==> config.mk <==
export PLATFORM = sky130hd
export DESIGN_NAME = decode_stage
export DESIGN_NICKNAME = d
export VERILOG_FILES = /design/src/rtl/mips_pkg.sv /design/src/rtl/register_file.sv /design/src/rtl/decode_stage.sv
export SDC_FILE = /design/constraint.sdc
export NUM_CORES = 1
export LEC_CHECK = 0
export ABC_AREA = 0
export CAP_MARGIN = 20
export CORE_MARGIN = 2
export CORE_UTILIZATION = 40
export CTS_CLUSTER_DIAMETER = 50
export CTS_CLUSTER_SIZE = 25
export DETAILED_ROUTE_END_ITERATION = 7
export PLACE_DENSITY = 0.69
export SLEW_MARGIN = 20
export SYNTH_ARGS = -nofsm -noshare
export SYNTH_HDL_FRONTEND = slang
export SYNTH_SLANG_ARGS = --single-unit
==> constraint.sdc <==
create_clock -name clk -period 1.93 [get_ports clk]
set_input_delay 0.386 -clock clk [delete_from_list [all_inputs] [get_ports clk]]
set_output_delay 0.386 -clock clk [all_outputs]
set_load 0.05 [all_outputs]
==> src/rtl/mips_pkg.sv <==
// Shared types and constants for the 16-bit MIPS pipeline.
// Opcodes, ALU operation codes and the ID/EX bundle.
package mips_pkg;

    localparam int DATA_W     = 16;
    localparam int REG_ADDR_W = 3;

    localparam logic [3:0] OP_RTYPE = 4'b0000;
    localparam logic [3:0] OP_ADDI  = 4'b0100;
    localparam logic [3:0] OP_ANDI  = 4'b0101;
    localparam logic [3:0] OP_LW    = 4'b1011;
    localparam logic [3:0] OP_SW    = 4'b1111;
    localparam logic [3:0] OP_BEQ   = 4'b1000;

    localparam logic [1:0] ALU_ADD   = 2'b00;
    localparam logic [1:0] ALU_SUB   = 2'b01;
    localparam logic [1:0] ALU_RTYPE = 2'b10;
    localparam logic [1:0] ALU_AND   = 2'b11;

    typedef struct packed {
        logic [DATA_W-1:0]     read_data_1;
        logic [DATA_W-1:0]     read_data_2;
        logic [DATA_W-1:0]     immediate;
        logic                  alu_src;
        logic [1:0]            alu_op;
        logic [2:0]            funct;
        logic [REG_ADDR_W-1:0] write_reg;
        logic                  reg_write;
        logic                  mem_read;
        logic                  mem_write;
        logic                  branch;
        logic                  valid;
    } id_ex_t;

endpackage

==> src/rtl/register_file.sv <==
// 8x16 register file: two combinational read ports, one write port,
// write-through bypass, r0 hardwired to zero.
module register_file
    import mips_pkg::*;
(
    input  logic                  clk,
    input  logic                  rst,
    input  logic                  we,
    input  logic [REG_ADDR_W-1:0] waddr,
    input  logic [DATA_W-1:0]     wdata,
    input  logic [REG_ADDR_W-1:0] raddr1,
    input  logic [REG_ADDR_W-1:0] raddr2,
    output logic [DATA_W-1:0]     rdata1,
    output logic [DATA_W-1:0]     rdata2
);

    localparam int NREG = 2 ** REG_ADDR_W;

    logic [DATA_W-1:0] regs [NREG];
    logic              wr_ok;

    assign wr_ok = we && (waddr != '0);

    always_ff @(posedge clk) begin
        if (rst) begin
            for (int i = 0; i < NREG; i++) begin
                regs[i] <= '0;
            end
        end else if (wr_ok) begin
            regs[waddr] <= wdata;
        end
    end

    // Same-cycle writeback is forwarded so decode never sees stale data.
    always_comb begin
        rdata1 = regs[raddr1];
        rdata2 = regs[raddr2];
        if (wr_ok && (waddr == raddr1)) rdata1 = wdata;
        if (wr_ok && (waddr == raddr2)) rdata2 = wdata;
        if (raddr1 == '0) rdata1 = '0;
        if (raddr2 == '0) rdata2 = '0;
    end

endmodule

==> src/rtl/decode_stage.sv <==
// Decode / register-read stage with load-use bubble insertion
// and the ID/EX pipeline register.
module decode_stage
    import mips_pkg::*;
(
    input  logic                  clk,
    input  logic                  rst,
    input  logic [15:0]           in_Instruction,
    input  logic                  in_Valid,
    input  logic                  in_Stall,
    input  logic                  in_Flush,
    input  logic                  in_WB_RegWrite,
    input  logic [REG_ADDR_W-1:0] in_WB_WriteReg,
    input  logic [DATA_W-1:0]     in_WB_WriteData,
    output logic [DATA_W-1:0]     O_Read_Data_1,
    output logic [DATA_W-1:0]     O_Read_Data_2,
    output logic [DATA_W-1:0]     O_Immediate,
    output logic                  O_ALUSrc,
    output logic [1:0]            O_ALUOp,
    output logic [2:0]            O_Funct,
    output logic [REG_ADDR_W-1:0] O_WriteReg,
    output logic                  O_RegWrite,
    output logic                  O_MemRead,
    output logic                  O_MemWrite,
    output logic                  O_Branch,
    output logic                  O_Valid,
    output logic                  O_Hold_Upstream
);

    logic [3:0]            op;
    logic [REG_ADDR_W-1:0] rs;
    logic [REG_ADDR_W-1:0] rt;
    logic [REG_ADDR_W-1:0] rd;
    logic [5:0]            imm6;
    logic [DATA_W-1:0]     rdata1;
    logic [DATA_W-1:0]     rdata2;
    logic                  uses_rt;
    logic                  hazard;
    id_ex_t                dec;
    id_ex_t                q;

    assign op   = in_Instruction[15:12];
    assign rs   = in_Instruction[11:9];
    assign rt   = in_Instruction[8:6];
    assign rd   = in_Instruction[5:3];
    assign imm6 = in_Instruction[5:0];

    register_file u_rf (
        .clk    (clk),
        .rst    (rst),
        .we     (in_WB_RegWrite),
        .waddr  (in_WB_WriteReg),
        .wdata  (in_WB_WriteData),
        .raddr1 (rs),
        .raddr2 (rt),
        .rdata1 (rdata1),
        .rdata2 (rdata2)
    );

    always_comb begin
        dec             = '0;
        dec.read_data_1 = rdata1;
        dec.read_data_2 = rdata2;
        dec.immediate   = {{(DATA_W-6){imm6[5]}}, imm6};
        dec.funct       = in_Instruction[2:0];
        dec.write_reg   = (op == OP_RTYPE) ? rd : rt;
        dec.valid       = 1'b1;
        unique case (1'b1)
            (op == OP_RTYPE): begin
                dec.reg_write = 1'b1;
                dec.alu_op    = ALU_RTYPE;
            end
            (op == OP_ADDI): begin
                dec.reg_write = 1'b1;
                dec.alu_src   = 1'b1;
                dec.alu_op    = ALU_ADD;
            end
            (op == OP_ANDI): begin
                dec.reg_write = 1'b1;
                dec.alu_src   = 1'b1;
                dec.alu_op    = ALU_AND;
            end
            (op == OP_LW): begin
                dec.reg_write = 1'b1;
                dec.mem_read  = 1'b1;
                dec.alu_src   = 1'b1;
                dec.alu_op    = ALU_ADD;
            end
            (op == OP_SW): begin
                dec.mem_write = 1'b1;
                dec.alu_src   = 1'b1;
                dec.alu_op    = ALU_ADD;
            end
            (op == OP_BEQ): begin
                dec.branch = 1'b1;
                dec.alu_op = ALU_SUB;
            end
            default: ;
        endcase
    end

    // rt is a source only for R-type, sw and beq; rs always counts.
    assign uses_rt = (op == OP_RTYPE) || (op == OP_SW) || (op == OP_BEQ);

    assign hazard = q.valid && q.mem_read && in_Valid
                 && (q.write_reg != '0)
                 && ((q.write_reg == rs)
                  || (uses_rt && (q.write_reg == rt)));

    assign O_Hold_Upstream = hazard || in_Stall;

    always_ff @(posedge clk) begin
        if (rst || in_Flush) begin
            q <= '0;
        end else if (in_Stall) begin
            q <= q;
        end else if (hazard || !in_Valid) begin
            q <= '0;
        end else begin
            q <= dec;
        end
    end

    assign O_Read_Data_1 = q.read_data_1;
    assign O_Read_Data_2 = q.read_data_2;
    assign O_Immediate   = q.immediate;
    assign O_ALUSrc      = q.alu_src;
    assign O_ALUOp       = q.alu_op;
    assign O_Funct       = q.funct;
    assign O_WriteReg    = q.write_reg;
    assign O_RegWrite    = q.reg_write;
    assign O_MemRead     = q.mem_read;
    assign O_MemWrite    = q.mem_write;
    assign O_Branch      = q.branch;
    assign O_Valid       = q.valid;

endmodule

==> out/metrics.yaml, run 1 <==
route:
  via_per_inst: 5.50
  drt_iter0_drc: 512
  wl_per_cell_um: 22.5
  postRouteAntennaNets: 0
  wl_um: 24300
  vias: 5946
  first_pass_iters: 5
  post-route-drc-count: 0
placement:
  port_buffers: 103
  place.gp.congestion: 0.834
  dp_hpwl_um: 16100
  place_area_um2: 10700
floorplan:
  num_rows: 54
  die_w_um: 153
  coreArea_um2: 21900
  ioPinCount: 104
  initial_core_util_pct: 40.8
  dieArea_um2: 23500
  die_h_um: 153
global_routing:
  grt-ovfl-total: 0
  grt_max_degree: 50
  antenna_found_initial: 0
  grt_pass1_wl_um: 36000
  first_global_vias: 6189
  grt_util_all_layers_pct: 20.4
synth:
  synth-warning-count: 0
  synthTopCellsByArea: "edfxtp_1 43%, mux4_2 16%, dfxtp_1 11%"
  synth_area_um2: 8920
  synth_edf_count: 128
  synth.most_common_cell: "edfxtp_1"
  avgSynthCellArea_um2: 14.2
  syn_inst: 629
  synth_ff_type: "edfxtp_1"
  ys_async_sr_fraction_pct: 0
  yosys-top-cells-count: "128 x edfxtp_1, 112 x and2_1, 64 x mux4_2"
  yosys.area.top_type: "edfxtp_1"
  synth.distinct_cells: 43
  ys_seq_elements: 177
  ys_seq_area_share_pct: 54.1
  yosysTopAreaCellShare_pct: 43.1
timing:
  tightest_slew_ns: 0.509
  setup_ws_ns: -0.228
  finalMaxSlewViolations: 0
  finalClockSkew_ns: 0.00724
  maxSlewHeadroom_pct: 66.2
  fin_crit_ns: 2.16
  period_share_pct: 112
  clock.fmax_ghz: 0.463
  hold_viol_final: 0
  rsz0062_at_grt: "yes"
  finalSetupViolations: 2
cts:
  ctsHoldBuffers: 0
  insertion_delay_ns: 0.44
  clockBufferDepth: 2
  cts_made_buffers: 17
  clock-sinks: 177
  cts_tree: "built"
  htree_num_levels: 4
  clk_pin_slew_ns: 0.07
  cts-root-buf: "clkbuf_16"
final_layout:
  stdcell_area_um2: 11400
  syn_to_final_growth_pct: 28.1
  nNetsFinal: 829
  drive_gt1_share_pct: 35.3
  diodes: 0
  fill_cells: 1820
worst_setup_path:
  cp.required_ns: 1.54
  crit_chain: "xor2_1, a2111oi_4, o21ai_2, or2b_4, buf_12"
  critPathSlowestCell: "dfxtp_4"
  crit_arrival_ns: 1.77
  critical_path_class: "reg -> out"
  path_buf_inv: 1
  crit_fanout: 3
  path_delay_family: "compound AO/OA/AOI/OAI gates"
  end_kind: "output port"
  cpPeakStageDelay_ns: 0.36
  start_kind: "register"
  reg2reg_slack_ns: -0.03
pwr:
  total_leakage_power_uw: 0.00444
  irDropWorstVdd_mv: 0.541
  p_total_uw: 9140
  powerDensity_nw_per_um2: 799
status:
  violations: "negative setup slack"
  status: "finished with violations"
flow_run:
  maxCapViolations: 0
worst_hold_path:
  min_path_type: "in -> reg"
worst register-to-register path, cell delays in order, from the launching register on:
cell and delay [ns]:
dfxtp_4 0.36, xor2_1 0.18, a2111oi_4 0.36, o21ai_2 0.11
buf_4 0.14, buf_4 0.12, buf_4 0.15, nor2b_4 0.18
a32o_1 0.27
where the power goes:
part           total (µW)  internal, µW  switching, µW
Combinational        1280           662            622
Sequential           4390          4280            112
Clock                3460          1930           1530
cell families (layout without fill, tap and decap cells):
family / count (synthesis) / count (layout) / share of synthesized area (%)
simple gates: 192 / 192 / 12.2
flops: 177 / 177 / 54.1
mux: 131 / 131 / 24.2
compound gates: 59 / 59 / 4.80
buf+inv: 58 / 215 / 3.62
xor+xnor: 11 / 11 / 1.08
other cells: 1 / 16 / 0.0420
registers in the layout, summed over array words and instances (netlist names):
| name | flops |
|---|---|
| O_MemWrite | 1 |
| O_Read_Data_2 | 16 |
| O_ALUOp | 2 |
| O_ALUSrc | 1 |
| O_MemRead | 1 |
| O_Valid | 1 |
| O_Read_Data_1 | 16 |
| u_rf.regs | 128 |
| O_Branch | 1 |
| O_RegWrite | 1 |
| O_WriteReg | 3 |
| O_Immediate | 6 |
what timing repair did:
item	4_1_cts	5_1_grt
buffers inserted	3	2
gates cloned	0	2
endpoints found under the setup margin	25	72
pin swaps	4	13
gates resized for setup	35	14
path summary, 6_finish.rpt:
path                                    startpoint  depth (start not counted)                end
worst max-delay path                 O_WriteReg[1]                          5    O_Hold_Upstream
worst max register to register       O_WriteReg[1]                          8           O_Branch
worst min-delay path            in_Instruction[15]                          3           O_Branch
worst min register to register   O_Read_Data_2[13]                          2  O_Read_Data_2[13]
metrics by stage:
step	hold WS [ns]	worst slack, ns	instances	TNS [ns]	util (%)
after global routing	0.368	-0.293	1081	-1.05	52.2
after global placement	0.441	-0.470	1042	-76.80	49.0
after floorplan	0.519	-0.0495	644	-0.265	-
final	0.367	-0.228	1081	-0.253	52.2
after CTS	0.383	-0.234	1077	-0.234	51.7
after detailed placement	0.443	-0.487	1042	-83.24	49.0
routing by layer:
metal | part of all wire (%) | vias to the layer above | track usage [%] | routed length (µm)
li1 | - | 2651 | - | -
met1 | 41 | 3010 | 25.6 | 9890
met2 | 51 | 242 | 35.2 | 12300
met3 | 6.1 | 43 | 3.80 | 1470
met4 | 2.5 | 0 | 7.56 | 603
met5 | 0 | - | 0 | 0
placed cells by master (no fill, tap or decap), types with 2 or more instances in the layout:
master / count
conb_1: 16
o21ai_0: 5
a22o_1: 13
dlygate4sd2_1: 22
mux2_2: 35
and2_1: 112
nor2_1: 13
buf_2: 3
a21o_1: 3
xor2_1: 6
nand2b_1: 2
and3_1: 2
o21ai_1: 28
clkinv_4: 2
xor2_2: 2
a32o_1: 3
clkbuf_16: 19
dfxtp_1: 46
nor3_1: 6
inv_6: 5
clkdlybuf4s50_1: 29
nand2_1: 36
a2111oi_4: 2
edfxtp_1: 128
buf_12: 20
bufinv_16: 2
dfxtp_2: 2
nand2_4: 2
buf_4: 100
mux4_2: 64
dlymetal6s2s_1: 2
clkinv_1: 2
buf_6: 2
mux2i_1: 32
or2_2: 7
xnor2_1: 3
final cells by class:
class | count | area [µm²] | area share [%]
Multi-Input combinational cell | 409 | 3900 | 34.1
Timing Repair Buffer | 182 | 1770 | 15.5
Clock inverter | 14 | 153 | 1.34
Clock buffer | 18 | 429 | 3.75
Tap cell | 280 | 350 | 3.06
Inverter | 1 | 3.75 | 0.0328
Sequential cell | 177 | 4830 | 42.3
Power figures use the tool's default switching activity.
==> run 2, diff against run 1 <==
--- a/config.mk
+++ b/config.mk
@@ -12,7 +12,7 @@
 export CTS_CLUSTER_DIAMETER = 50
 export CTS_CLUSTER_SIZE = 25
 export DETAILED_ROUTE_END_ITERATION = 7
-export PLACE_DENSITY = 0.69
+export PLACE_DENSITY = 0.66
 export SLEW_MARGIN = 20
 export SYNTH_ARGS = -nofsm -noshare
 export SYNTH_HDL_FRONTEND = slang
==> constraint.sdc (replaced) <==
create_clock -name clk -period 2.4 [get_ports clk]
set_input_delay 0.48 -clock clk [delete_from_list [all_inputs] [get_ports clk]]
set_output_delay 0.48 -clock clk [all_outputs]
set_load 0.05 [all_outputs]
==> run 2 against run 1 <==
The run now ends clean. Sequential cell count unchanged. Final area down 1.5%. Clock skew up 0.0051 ns. Worst hold slack better by 0.080 ns. Utilization down 0.79 points. Total power down 19%. Sequential share of layout area up 0.60 points. Combinational power down 22%. Register-to-register slack better by 0.55 ns. Worst setup slack better by 0.26 ns. Via count down 0.96%. Non-clock buffer count down 25. Critical endpoint unchanged. Highest routed layer unchanged.
==> out/metrics.yaml, run 2 (synthesized netlist as in run 1, its figures left out) <==
final_layout:
  utilization_pct: 51.4  # -0.79 points
  max_flop_register: "u_rf.regs"
  syn_to_final_growth_pct: 26.2
  nNetsFinal: 804  # -3.0%
  instances_no_fill: 1056  # -2.3%
  largest_register_ffs: 128  # unchanged
  drive_gt1_share_pct: 26.4  # -8.9 points
  diodes: 0  # unchanged
  layout_commonest_cell: "edfxtp_1"
  mostFrequentLayoutCells: "128 x edfxtp_1, 112 x and2_1, 94 x clkdlybuf4s50_1"
placement:
  place.gp.congestion: 0.843  # +1.1%
  port_buffers: 103  # unchanged
  place_inst: 1022  # -1.9%
  dp_hpwl_um: 15400  # -4.4%
  post-place-ws_ns: -0.198  # +0.289 ns
worst_setup_path:
  start_kind: "input pin"
  critical_path_class: "in -> out"
  critPathSlowestCell: "a2111oi_4"
  path_delay_family: "simple AND/OR/NAND/NOR gates"
  crit_fanout: 2  # -1
  end_kind: "output port"
  crit_arrival_ns: 1.89  # +0.12 ns
  r2r_cells: 7  # -1
  timing.rr.end: "O_MemWrite"
  r2r-start: "O_WriteReg[0]"
  path_buf_inv: 2  # +1
  reg2reg_slack_ns: 0.52  # +0.55 ns
  cpPeakStageDelay_ns: 0.38  # +0.02 ns
  crit_chain: "clkdlybuf4s15_1, or3_4, a2111oi_4, o21ai_2, or2b_1, buf_12"
  cp.required_ns: 1.92  # +0.38 ns
global_routing:
  first_global_vias: 6112  # -1.2%
  grt_util_all_layers_pct: 20.6  # +0.26 points
  grt_pass1_wl_um: 36400  # +1.1%
  grt-ovfl-total: 0  # unchanged
  antenna_found_initial: 0  # unchanged
  grt_max_degree: 50  # unchanged
status:
  status: "finished, final reports clean"
route:
  wl_um: 23900  # -1.5%
  post-route-drc-count: 0  # unchanged
  top_layer_used: "met4"
  postRouteAntennaNets: 0  # unchanged
  drt_iter0_drc: 549  # +7.2%
  dr_wl_met3_um: 1520  # +3.4%
  via_per_inst: 5.58  # +1.4%
  wl_per_cell_um: 22.7  # +0.83%
  first_pass_iters: 4  # -1
  met2_length_um: 11800  # -4.0%
  route.layer.met1.wl_um: 10300  # +4.1%
  vias: 5889  # -0.96%
floorplan:
  die_w_um: 153  # unchanged
  num_rows: 54  # unchanged
  coreArea_um2: 21900  # unchanged
  initial_core_util_pct: 40.8  # unchanged
  die_h_um: 153  # unchanged
  ioPinCount: 104  # unchanged
  dieArea_um2: 23500  # unchanged
cts:
  clockBufferDepth: 2  # unchanged
  cts-root-buf: "clkbuf_16"
  clock-sinks: 177  # unchanged
  htree_num_levels: 4  # unchanged
  cts_made_buffers: 17  # unchanged
  clk_pin_slew_ns: 0.06  # about the same
  ctsHoldBuffers: 0  # unchanged
  insertion_delay_ns: 0.43  # about the same
  cts_tree: "built"
timing:
  finalMaxSlewViolations: 0  # unchanged
  clock.fmax_ghz: 0.422
  finalClockSkew_ns: 0.0123  # +0.00508 ns
  period_share_pct: 98.7
  tightest_slew_ns: 0.540  # +0.0312 ns
  hold_viol_final: 0  # unchanged
  fin_crit_ns: 2.37
  finalSetupViolations: 0  # -2
  fin_worst_hold_slack_ns: 0.447  # +0.0797 ns
  fin_setup_tns_ns: 0  # +0.253 ns
  setup_ws_ns: 0.0321  # +0.260 ns
  maxSlewHeadroom_pct: 63.9  # -2.3 points
worst_hold_path:
  min_to: "O_Read_Data_1[2]"
  min_path_type: "reg -> reg"
  worstHoldStart: "O_Read_Data_1[2]"
  whs_path_depth: 2  # -1
pwr:
  powerDensity_nw_per_um2: 660  # -17%
  total_leakage_power_uw: 0.00409  # -7.7%
  irDropWorstVdd_mv: 0.355  # -34%
flow_run:
  maxCapViolations: 0  # unchanged
-- run 2: cell types whose count changed in the layout (fill, tap and decap cells not counted), moves of 2 or more --
cell             before  now
buf_12               20   16
buf_4               100   36
clkbuf_16            19   17
clkbuf_2              0    2
clkbuf_8              0    2
clkdlybuf4s50_1      29   94
dfxtp_1              46   48
dlygate4sd2_1        22    3
dlymetal6s2s_1        2    0
inv_6                 5    2
nand2_1              36   38
nand2_4               2    0
-- run 2: worst register-to-register path, stage by stage (launching register included) --
cell       delay, ns
dfxtp_1         0.51
xor2_2          0.14
a2111oi_4       0.31
o21ai_2         0.11
buf_4           0.14
buf_4           0.13
nor2b_4         0.17
a32o_1          0.26
-- run 2: metrics by stage --
| step | area [µm²] | power, µW |
|---|---|---|
| after global routing | 11300 | 7660 |
| after floorplan | 8980 | 4190 |
| after CTS | 11300 | 7460 |
| after global placement | 10600 | 4560 |
| final | 11300 | 7430 |
| after detailed placement | 10600 | 4590 |
-- run 2: worst max path at each step --
stage                       startpoint              end  slack (ns)  depth (start not counted)
finish              in_Instruction[12]  O_Hold_Upstream        0.03                          6
global placement    in_Instruction[13]  O_Hold_Upstream       -0.20                          6
detailed placement  in_Instruction[13]  O_Hold_Upstream       -0.20                          6
floorplan           in_Instruction[14]  O_Hold_Upstream        0.06                          5
CTS                 in_Instruction[10]  O_Hold_Upstream        0.03                          6
global route        in_Instruction[12]  O_Hold_Upstream       -0.01                          6
-- run 2: layout make-up --
cell class | instances | area [µm²]
Fill cell | 1860 | 10600
Clock inverter | 11 | 153
Multi-Input combinational cell | 409 | 3840
Timing Repair Buffer | 157 | 1620
Sequential cell | 177 | 4830
Inverter | 1 | 3.75
Tap cell | 280 | 350
Clock buffer | 21 | 460
-- run 2: report_power, final --
| group | internal [µW] | switching [µW] | leakage (µW) |
|---|---|---|---|
| clock | 1710 | 1190 | 0.000298 |
| sequential | 3440 | 91.5 | 0.00163 |
| combinational | 508 | 493 | 0.00217 |
-- run 2: timing repair --
item                       4_1_cts  5_1_grt
gates resized for setup         10        6
setup endpoints to repair        1        1
pin swaps                        3        3
buffers inserted                 1        1
-- run 2: layer usage --
metal	up-vias	track usage, %
met5	-	0
met4	0	6.25
met3	20	3.74
met2	260	34.1
met1	3004	27.9
li1	2605	-
==> run 3, diff against run 2 <==
--- a/config.mk
+++ b/config.mk
@@ -7,12 +7,14 @@
 export LEC_CHECK = 0
 export ABC_AREA = 0
 export CAP_MARGIN = 20
+export CELL_PAD_IN_SITES_DETAIL_PLACEMENT = 0
+export CELL_PAD_IN_SITES_GLOBAL_PLACEMENT = 2
 export CORE_MARGIN = 2
 export CORE_UTILIZATION = 40
 export CTS_CLUSTER_DIAMETER = 50
 export CTS_CLUSTER_SIZE = 25
 export DETAILED_ROUTE_END_ITERATION = 7
-export PLACE_DENSITY = 0.66
+export PLACE_DENSITY = 0.86
 export SLEW_MARGIN = 20
 export SYNTH_ARGS = -nofsm -noshare
 export SYNTH_HDL_FRONTEND = slang
==> run 3 against run 2 <==
Critical endpoint unchanged. Highest routed layer unchanged. Non-clock buffer count increased by 18. Cell count increased by 1.7%. Largest power group unchanged. Clock skew decreased by 0.0031 ns. Fmax increased by 0.69%. Critical path type unchanged. Combinational power increased by 4%. Count of clock-buffer cells in the layout decreased by 1. Largest cell class unchanged.
==> out/metrics.yaml, run 3 (synthesized netlist as in run 1, its figures left out) <==
worst_setup_path:
  path_buf_inv: 2  # unchanged
  reg2reg_slack_ns: 0.60  # +0.08 ns
  timing.rr.end: "O_ALUOp[1]"
  path_depth: 6  # unchanged
  crit_fanout: 2  # unchanged
  critPathSlowestCell: "or3_4"
  cpPeakStageDelay_ns: 0.41  # +0.03 ns
  r2r-start: "O_WriteReg[0]"
  path_delay_family: "simple AND/OR/NAND/NOR gates"
  crit_arrival_ns: 1.87  # -0.02 ns
  crit_end: "O_Hold_Upstream"
  crit_chain: "clkdlybuf4s15_1, or3_4, a2111oi_4, o21ai_2, or2b_1, buf_12"
  cp.required_ns: 1.92  # about the same
  crit_start: "in_Instruction[14]"
  critical_path_class: "in -> out"
  end_kind: "output port"
  r2r_cells: 7  # unchanged
  start_kind: "input pin"
floorplan:
  ioPinCount: 104  # unchanged
  die_w_um: 153  # unchanged
  die_h_um: 153  # unchanged
  dieArea_um2: 23500  # unchanged
  num_rows: 54  # unchanged
  coreArea_um2: 21900  # unchanged
  initial_core_util_pct: 40.8  # unchanged
global_routing:
  grt_pass1_wl_um: 35900  # -1.4%
  grt-ovfl-total: 0  # unchanged
  grt_util_all_layers_pct: 20.5  # -0.14 points
  antenna_found_initial: 0  # unchanged
  grt_max_degree: 41  # -18%
  first_global_vias: 6221  # +1.8%
timing:
  hold_viol_final: 0  # unchanged
  rsz0062_at_grt: "no"
  fin_crit_ns: 2.35  # -0.0162 ns
  fin_setup_tns_ns: 0  # unchanged
  setup_ws_ns: 0.0483  # +0.0162 ns
  finalSetupViolations: 0  # unchanged
  maxSlewHeadroom_pct: 63.9  # about the same
  finalClockSkew_ns: 0.00922  # -0.00311 ns
  period_share_pct: 98.0  # -0.68 points
  clock.fmax_ghz: 0.425  # +0.69%
  tightest_slew_ns: 0.540  # -0.000482 ns
  finalMaxSlewViolations: 0  # unchanged
final_layout:
  diodes: 0  # unchanged
  layout_commonest_cell: "edfxtp_1"
  syn_to_final_growth_pct: 28.3
  max_flop_register: "u_rf.regs"
  nNetsFinal: 822  # +2.2%
  drive_gt1_share_pct: 27.8  # +1.4 points
  fill_cells: 1867  # +0.38%
  mostFrequentLayoutCells: "128 x edfxtp_1, 112 x and2_1, 92 x clkdlybuf4s50_1"
  largest_register_ffs: 128  # unchanged
cts:
  clk_pin_slew_ns: 0.06  # about the same
  cts_tree: "built"
  cts-root-buf: "clkbuf_16"
  insertion_delay_ns: 0.43  # about the same
  clockBufferDepth: 2  # unchanged
  clock-sinks: 177  # unchanged
  cts_made_buffers: 17  # unchanged
  ctsHoldBuffers: 0  # unchanged
  htree_num_levels: 4  # unchanged
pwr:
  total_leakage_power_uw: 0.00419  # +2.4%
  irDropWorstVdd_mv: 0.554  # +56%
  p_total_uw: 7150  # -3.7%
  powerDensity_nw_per_um2: 625  # -5.3%
route:
  first_pass_iters: 4  # unchanged
  via_per_inst: 5.40  # -3.1%
  drt_iter0_drc: 454  # -17%
  wl_per_cell_um: 21.9  # -3.5%
  wl_um: 23500  # -1.9%
  post-route-drc-count: 0  # unchanged
  vias: 5804  # -1.4%
  postRouteAntennaNets: 0  # unchanged
placement:
  post-place-ws_ns: -0.192  # +0.00592 ns
  dp_hpwl_um: 16100  # +4.6%
  port_buffers: 103  # unchanged
  place.gp.congestion: 0.845  # +0.20%
flow_run:
  maxCapViolations: 0  # unchanged
status:
  status: "finished, final reports clean"
worst_hold_path:
  min_path_type: "reg -> reg"
  whs_path_depth: 2  # unchanged
run 3: worst min-delay path, delay by kind of cell (launching register included):
family           cells  cell delay, ns
AO/OA/AOI/OAI        1            0.05
flip-flops           1            0.31
AND/OR/NAND/NOR      1            0.05
run 3: how the worst min path moves through the flow:
stage	start	endpoint	slack [ns]
final	O_Read_Data_2[14]	O_Read_Data_2[14]	0.45
after global routing	O_Read_Data_2[7]	O_Read_Data_2[7]	0.46
after CTS	O_Read_Data_2[14]	O_Read_Data_2[14]	0.45
after detailed placement	O_Read_Data_1[4]	O_Read_Data_1[4]	0.44
after global placement	O_Read_Data_1[12]	O_Read_Data_1[12]	0.43
after floorplan	in_Instruction[0]	O_Immediate[0]	0.61
run 3: per-layer routing:
layer / part of all wire (%) / vias up / track usage [%]
li1: - / 2642 / -
met1: 40 / 2913 / 24.1
met2: 52 / 198 / 36.5
met3: 4.5 / 51 / 3.32
met4: 3.4 / 0 / 10.0
met5: 0 / - / 0
run 3: final cells by class:
type,count,area [µm²],share of cell area [%]
flip-flops and latches,177,4820,42.2
multi-input cells,409,3840,33.6
repair buffers,175,1880,16.4
clock buffers,20,437,3.82
well taps,280,350,3.06
clock inverters,12,109,0.951
inverters,1,3.75,0.0328
run 3: per-stage QoR:
step / hold slack [ns] / cell area, µm² / utilization (%) / instances
finish: 0.446 / 11400 / 52.3 / 1074
global route: 0.462 / 11400 / 52.3 / 1074
CTS: 0.452 / 11400 / 52.3 / 1074
detailed placement: 0.441 / 10900 / 49.7 / 1040
global placement: 0.434 / 10900 / 49.7 / 1040
floorplan: 0.613 / 8980 / - / 644
run 3: power breakdown:
group / switching, µW / internal, µW
clock: 1150 / 1430
sequential: 87.6 / 3440
combinational: 495 / 544
total: 1730 / 5420
run 3: timing repair:
action	in CTS	in global routing
gates resized for setup	9	6
setup endpoints to repair	1	1
setup buffers	2	0
pin swaps	4	3
